**config.mk**
```make
export PLATFORM = sky130hd
export DESIGN_NAME = dual_debounce_tick_flat
export DESIGN_NICKNAME = d
export VERILOG_FILES = /design/src/rtl/dual_debounce_tick_if.sv /design/src/rtl/dual_debounce_tick.sv /design/src/flat_wrapper.sv
export SDC_FILE = /design/constraint.sdc
export NUM_CORES = 1
export LEC_CHECK = 0
export CAP_MARGIN = 15
export CORE_UTILIZATION = 30
export CTS_CLUSTER_SIZE = 10
export DETAILED_ROUTE_END_ITERATION = 10
export GPL_ROUTABILITY_DRIVEN = 0
export PLACE_DENSITY = 0.55
export SYNTH_ARGS = -nofsm -noshare
export SYNTH_HDL_FRONTEND = slang
export SYNTH_SLANG_ARGS = --single-unit
```
**constraint.sdc**
```tcl
create_clock -name clk -period 2.09 [get_ports clk]
set_input_delay 0.418 -clock clk [delete_from_list [all_inputs] [get_ports clk]]
set_output_delay 0.418 -clock clk [all_outputs]
set_load 0.01 [all_outputs]
```
**src/rtl/dual_debounce_tick_if.sv**
```systemverilog
// Button-side signal bundle for dual_debounce_tick: raw switch inputs in,
// debounced levels, rising-edge ticks and state visibility out.
interface dual_debounce_tick_if;
  logic       sw_a;
  logic       sw_b;
  logic       db_a;
  logic       db_b;
  logic       a_tick;
  logic       b_tick;
  logic [1:0] state_a_tb;
  logic [1:0] state_b_tb;

  modport master (
    output sw_a, sw_b,
    input  db_a, db_b, a_tick, b_tick, state_a_tb, state_b_tb
  );

  modport slave (
    input  sw_a, sw_b,
    output db_a, db_b, a_tick, b_tick, state_a_tb, state_b_tb
  );
endinterface

```
**src/rtl/dual_debounce_tick.sv**
```systemverilog
// Two independent button debouncers: 2-FF synchronizer, stable-count FSM,
// debounced level and a one-clock tick on each debounced press.
module dual_debounce_tick_chan #(
  parameter int DB_CYCLES = 8,
  parameter int CNT_W     = 3
) (
  input  logic       clk,
  input  logic       reset,
  input  logic       sw,
  output logic       db,
  output logic       tick,
  output logic [1:0] state_tb
);
  typedef enum logic [1:0] {
    ZERO  = 2'b00,
    WAIT1 = 2'b01,
    ONE   = 2'b10,
    WAIT0 = 2'b11
  } state_t;

  localparam logic [CNT_W-1:0] LOAD = CNT_W'(DB_CYCLES - 1);

  logic             sync1;
  logic             s;
  state_t           state;
  state_t           state_nx;
  logic [CNT_W-1:0] cnt;
  logic [CNT_W-1:0] cnt_nx;
  logic             tick_nx;

  always_ff @(posedge clk or negedge reset) begin
    if (!reset) begin
      sync1 <= 1'b0;
      s     <= 1'b0;
      state <= ZERO;
      cnt   <= '0;
      tick  <= 1'b0;
    end else begin
      sync1 <= sw;
      s     <= sync1;
      state <= state_nx;
      cnt   <= cnt_nx;
      tick  <= tick_nx;
    end
  end

  // Tick is registered alongside the state so it is high exactly while the
  // first cycle of ONE is visible.
  always_comb begin
    state_nx = state;
    cnt_nx   = cnt;
    tick_nx  = 1'b0;
    case (state)
      ZERO: begin
        if (s) begin
          state_nx = WAIT1;
          cnt_nx   = LOAD;
        end
      end
      WAIT1: begin
        if (!s) begin
          state_nx = ZERO;
        end else if (cnt != '0) begin
          cnt_nx = cnt - CNT_W'(1);
        end else begin
          state_nx = ONE;
          tick_nx  = 1'b1;
        end
      end
      ONE: begin
        if (!s) begin
          state_nx = WAIT0;
          cnt_nx   = LOAD;
        end
      end
      WAIT0: begin
        if (s) begin
          state_nx = ONE;
        end else if (cnt != '0) begin
          cnt_nx = cnt - CNT_W'(1);
        end else begin
          state_nx = ZERO;
        end
      end
      default: state_nx = ZERO;
    endcase
  end

  assign db       = (state == ONE) || (state == WAIT0);
  assign state_tb = state;
endmodule

module dual_debounce_tick #(
  parameter int DB_CYCLES = 8,
  parameter int CNT_W     = 3
) (
  input logic                 clk,
  input logic                 reset,
  dual_debounce_tick_if.slave bus
);
  dual_debounce_tick_chan #(
    .DB_CYCLES(DB_CYCLES),
    .CNT_W    (CNT_W)
  ) u_chan_a (
    .clk     (clk),
    .reset   (reset),
    .sw      (bus.sw_a),
    .db      (bus.db_a),
    .tick    (bus.a_tick),
    .state_tb(bus.state_a_tb)
  );

  dual_debounce_tick_chan #(
    .DB_CYCLES(DB_CYCLES),
    .CNT_W    (CNT_W)
  ) u_chan_b (
    .clk     (clk),
    .reset   (reset),
    .sw      (bus.sw_b),
    .db      (bus.db_b),
    .tick    (bus.b_tick),
    .state_tb(bus.state_b_tb)
  );
endmodule

```
**src/flat_wrapper.sv**
```systemverilog
// flat-port wrapper written by rule: the top's interface ports become plain ports
module dual_debounce_tick_flat 
#(
  parameter int DB_CYCLES = 8,
  parameter int CNT_W     = 3
)
  (clk, reset, bus_sw_a, bus_sw_b, bus_db_a, bus_db_b, bus_a_tick, bus_b_tick, bus_state_a_tb, bus_state_b_tb);
  dual_debounce_tick_if bus_i ();
  input logic clk;
  input logic reset;
  input wire logic [$bits(bus_i.sw_a)-1:0] bus_sw_a;
  input wire logic [$bits(bus_i.sw_b)-1:0] bus_sw_b;
  output wire logic [$bits(bus_i.db_a)-1:0] bus_db_a;
  output wire logic [$bits(bus_i.db_b)-1:0] bus_db_b;
  output wire logic [$bits(bus_i.a_tick)-1:0] bus_a_tick;
  output wire logic [$bits(bus_i.b_tick)-1:0] bus_b_tick;
  output wire logic [$bits(bus_i.state_a_tb)-1:0] bus_state_a_tb;
  output wire logic [$bits(bus_i.state_b_tb)-1:0] bus_state_b_tb;
  assign bus_i.sw_a = bus_sw_a;
  assign bus_i.sw_b = bus_sw_b;
  assign bus_db_a = bus_i.db_a;
  assign bus_db_b = bus_i.db_b;
  assign bus_a_tick = bus_i.a_tick;
  assign bus_b_tick = bus_i.b_tick;
  assign bus_state_a_tb = bus_i.state_a_tb;
  assign bus_state_b_tb = bus_i.state_b_tb;
  dual_debounce_tick #(.DB_CYCLES(DB_CYCLES), .CNT_W(CNT_W)) u_core (.clk(clk), .reset(reset), .bus(bus_i));
endmodule
```
# --- Yosys cells after proc, flatten, opt, wreduce, memory -nomap -nowiden ---
# Index checks and enable logic that the tools add are counted.
totals:
  output_inout_bits: 8
  register_bits: 16
  word_cells: 72
op_classes:
  n_reduce_logical: 10
  n_mux: 32
  n_eq_ne: 18
  addsub: 2
op_table:
  columns: ["op", "n"]
  rows:
  - ["two-way mux 3 bit", 10]
  - ["two-way mux 2 bit", 12]
  - ["case mux 3 bit (4 select lines)", 2]
  - ["!= test 2 bit, second input constant", 8]
  - ["case mux 2 bit (4 select lines)", 2]
  - ["AND reduction 4 bit", 4]
  - ["!= test 3 bit, second input constant", 4]
  - ["== test 2 bit, second input constant", 4]
  - ["two-way mux 1 bit", 6]
  - ["nonzero test 3 bit", 2]
  - ["subtractor 3 x 1 -> 3 bit, second input constant", 2]
  - ["== test 2 x 1 -> 1 bit, second input constant", 2]
  - ["zero test 2 bit", 2]
  - ["logical OR 1 bit", 2]

# --- Depth between registers and ports, before layout ---
depth:
  word_depth: 4
  ltp_mapped: 5
  ltp_nobuf: 5

# --- By module ---
# Synthesis repeated with hierarchy kept, for this count alone.
hier_totals:
  hier_cells: 54
  hier_area_um2: 711.9
modules_own_cells:
  columns: ["mod", "cells_per_inst", "seq_area_each_um2", "instances", "area_each_um2"]
  rows:
  - ["dual_debounce_tick_chan at u_core.u_chan_b", 27, 200.2, 1, 356.6]
  - ["dual_debounce_tick_chan at u_core.u_chan_a", 27, 200.2, 1, 355.3]

# --- Least setup slack after synthesis ---
# Ideal clock, no wire load.
synth_timing:
  kind: "register to register"
  startpoint: "reg u_core.u_chan_b.cnt[0]"
  endpoint: "reg with a tool-made name"
  required_ns: 1.965
  stages_incl_launch_ff: 5
  period_less_slack_ns: 1.194
  path_buffers: 0
  t_arrival_ns: 1.069
  setup_slack_ns: 0.896
  path_cell_list: "dfrtp_1 -> inv_1 -> ha_1 -> nand3b_1 -> mux2_2"
synth_rtl:
  columns: ["item", "line", "source"]
  rows:
  - ["from (decl)", "dual_debounce_tick.sv:27", "logic [CNT_W-1:0] cnt;"]
  - ["from (signal assigned)", "dual_debounce_tick.sv:42", "cnt <= cnt_nx;"]

==> out/metrics.cfg <==
[run_status]
outcome=complete, no violations

[placed_design]
dp_cells=91
hpwl_microns=717.8
dp_slack_ps=661.8
io_buffers=11

[timing]
slew_headroom_pct=81.74
hold_viol_final=0
finalSetupViolCount=0
fin_crit_ps=1732
fmax_mhz=577.4
finClkSkew_ps=4.374
worst_pin_slew_ps=273.7
whs_ps=359.8
final.period_utilization_pct=82.87
finalSetupTns_ps=0
final_max_slew_viol_count=0
fin_ws_ps=358.1
rsz0062_at_grt=no

[worst_setup_path]
startpoint_type=register
cp.arrival_ps=1310
path_max_fanout=5
reg2reg_to=u_core.u_chan_a.cnt[0]
cp-endpoint=bus_db_a
cp_top_family=buffers and inverters
cp.required_ps=1670
critical_path_class=reg2out
crit_chain=clkdlybuf4s50_1
path_buf_inv=1
worstReg2RegStart=u_core.u_chan_a.cnt[0]
crit_path_max_incr_delay_ps=580
cp_num_cells=1
r2r_cells=5
cp-end-kind=output port
critPathSlowestCell=clkdlybuf4s50_1
regToRegSetupSlack_ps=780

[power_and_ir_drop]
ir_drop_mv=0.5834
p_per_area_nw_per_um2=1241
totalPowerFinal_mw=1.073
p_leak_nw=0.3969

[synth]
avgSynthCellArea_sq_um=12.77
synth_area_leader_cell=dfrtp_1
synthTopCellsByCount=16 x dfrtp_1, 7 x inv_1, 4 x ha_1, 3 x a21oi_1, 3 x nand2_1
syn_nets=62
yosysMostFrequentCell=dfrtp_1
ys.flop_type=dfrtp_1
synthArstFlopShare_pct=100.0
yosysSeqAreaShare_pct=58.08
ys_warn_count=0
synth-edff-count=0
yosysTopAreaCellShare_pct=58.08
synth_area_sq_um=689.4
netlist_top_cells_area=dfrtp_1 58%, ha_1 7.3%, xor2_2 4.7%, inv_1 3.8%, mux2_2 3.3%
synth_cells=54
synth_seq_cells=16
synth.distinct_cells=20

[layout]
syn_to_final_growth_pct=25.41
n_antenna_cell=0
fin_cells=95
drive_gt1_share_pct=16.18
fin_nets=77
nFillCells=190

[clock_tree]
h-tree-depth=1
cts_setup_buffers=0
cts_tree=done
cts.sink_count=16
clkTransAtPathRegs_ps=90
cts_buffers=3
cts_buffer_depth=2
cts_resized=0
cts_root_buf=clkbuf_4
ctsHoldBuffers=0
clk_latency_ps=290

[floorplan]
num_rows=16
core_sq_um=2062
die_area_sq_um=2494
start_util_pct=33.43
fp.dieW_microns=49.94
io-pin-count=12
dieHeight_microns=49.94

[detailed_routing]
firstDrtPassIters=4
avgViaCountPerCell=4.400
drt_iter0_drc=2
drc_errors=0
route.vias.total=418
wl_microns=1014
wl_per_cell_microns=10.67
antenna_left=0

[grt]
grt_first_pass_wirelength_microns=1842
track_usage_pct=10.12
grt_max_degree=17
grt_pass1_vias=430
antenna_found_initial=0
overflow=0

[hold_path]
hold_path_class=reg2reg

[job]
maxCapViolations=0

==> cell type report <==
| cell class | count | area, sq um | share of cell area (%) |
|---|---|---|---|
| Inverter | 7 | 26.28 | 3.039 |
| Multi-Input combinational cell | 29 | 250.2 | 28.94 |
| Clock buffer | 4 | 36.28 | 4.197 |
| Timing Repair Buffer | 12 | 117.6 | 13.60 |
| Sequential cell | 16 | 400.4 | 46.31 |
| Tap cell | 27 | 33.78 | 3.907 |
==> per-stage QoR <==
step	util, %	instance area [sq um]
2_1_floorplan	-	689.4
3_3_place_gp	40.17	828.3
3_5_place_dp	40.17	828.3
4_1_cts	41.93	864.6
5_1_grt	41.93	864.6
6_report	41.93	864.6
==> layer usage <==
layer | track usage [%] | part of all wire, % | up-vias
met5 | 0 | 0 | -
met1 | 13.11 | 54 | 191
li1 | - | - | 212
met2 | 13.29 | 39 | 11
met3 | 3.395 | 5.0 | 4
met4 | 8.571 | 2.7 | 0
==> layout by cell type (no fill, tap or decap), drive strengths merged <==
| cell type | instances |
|---|---|
| dfrtp | 16 |
| clkdlybuf4s50 | 11 |
| inv | 7 |
| ha | 4 |
| clkbuf | 4 |
| nand2 | 3 |
| a21oi | 3 |
| nand3b | 2 |
| nor3b | 2 |
| xor2 | 2 |
| o31ai | 2 |
| mux2 | 2 |
| a41oi | 2 |
| a22o | 2 |
| and4 | 1 |
| and2 | 1 |
| nand2b | 1 |
| a31oi | 1 |
| a21o | 1 |
| buf | 1 |
==> cells by family (layout without fill, tap and decap cells) <==
group	Yosys count	count (layout)	synth area share [%]
AOI/OAI and AO/OA	11	11	11.62
buffers and inverters	9	23	5.627
DFF	16	16	58.08
xor gates and xnor gates	2	2	4.719
muxes	2	2	3.267
and+or+nand+nor	10	10	9.437
adders and majority gates	4	4	7.260
==> worst register-to-register path: cells and delay by family, from the launching register on <==
kind | cells | cell delay, ps
fa+ha+maj | 1 | 210
compound gates | 1 | 170
flops | 1 | 370
simple gates | 2 | 360
buf+inv | 1 | 110
==> power by group <==
| group | total, mW | switching [mW] | internal, mW | leakage [nW] |
|---|---|---|---|---|
| Sequential | 0.476 | 0.0789 | 0.397 | 0.185 |
| Combinational | 0.391 | 0.173 | 0.218 | 0.191 |
| Clock | 0.205 | 0.0991 | 0.106 | 0.0210 |
==> how the worst min path moves through the flow <==
stage | to | slack (ps) | start | cells past startpoint
final | u_core.u_chan_a.s | 360 | u_core.u_chan_a.sync1 | 0
after floorplan | asynchronous set/reset pin | 120 | reset | 0
after detailed placement | u_core.u_chan_a.s | 340 | u_core.u_chan_a.sync1 | 0
after global routing | u_core.u_chan_a.s | 370 | u_core.u_chan_a.sync1 | 0
after CTS | u_core.u_chan_a.s | 360 | u_core.u_chan_a.sync1 | 0
after global placement | u_core.u_chan_b.s | 340 | u_core.u_chan_b.sync1 | 0
Power figures use the tool's default switching activity.
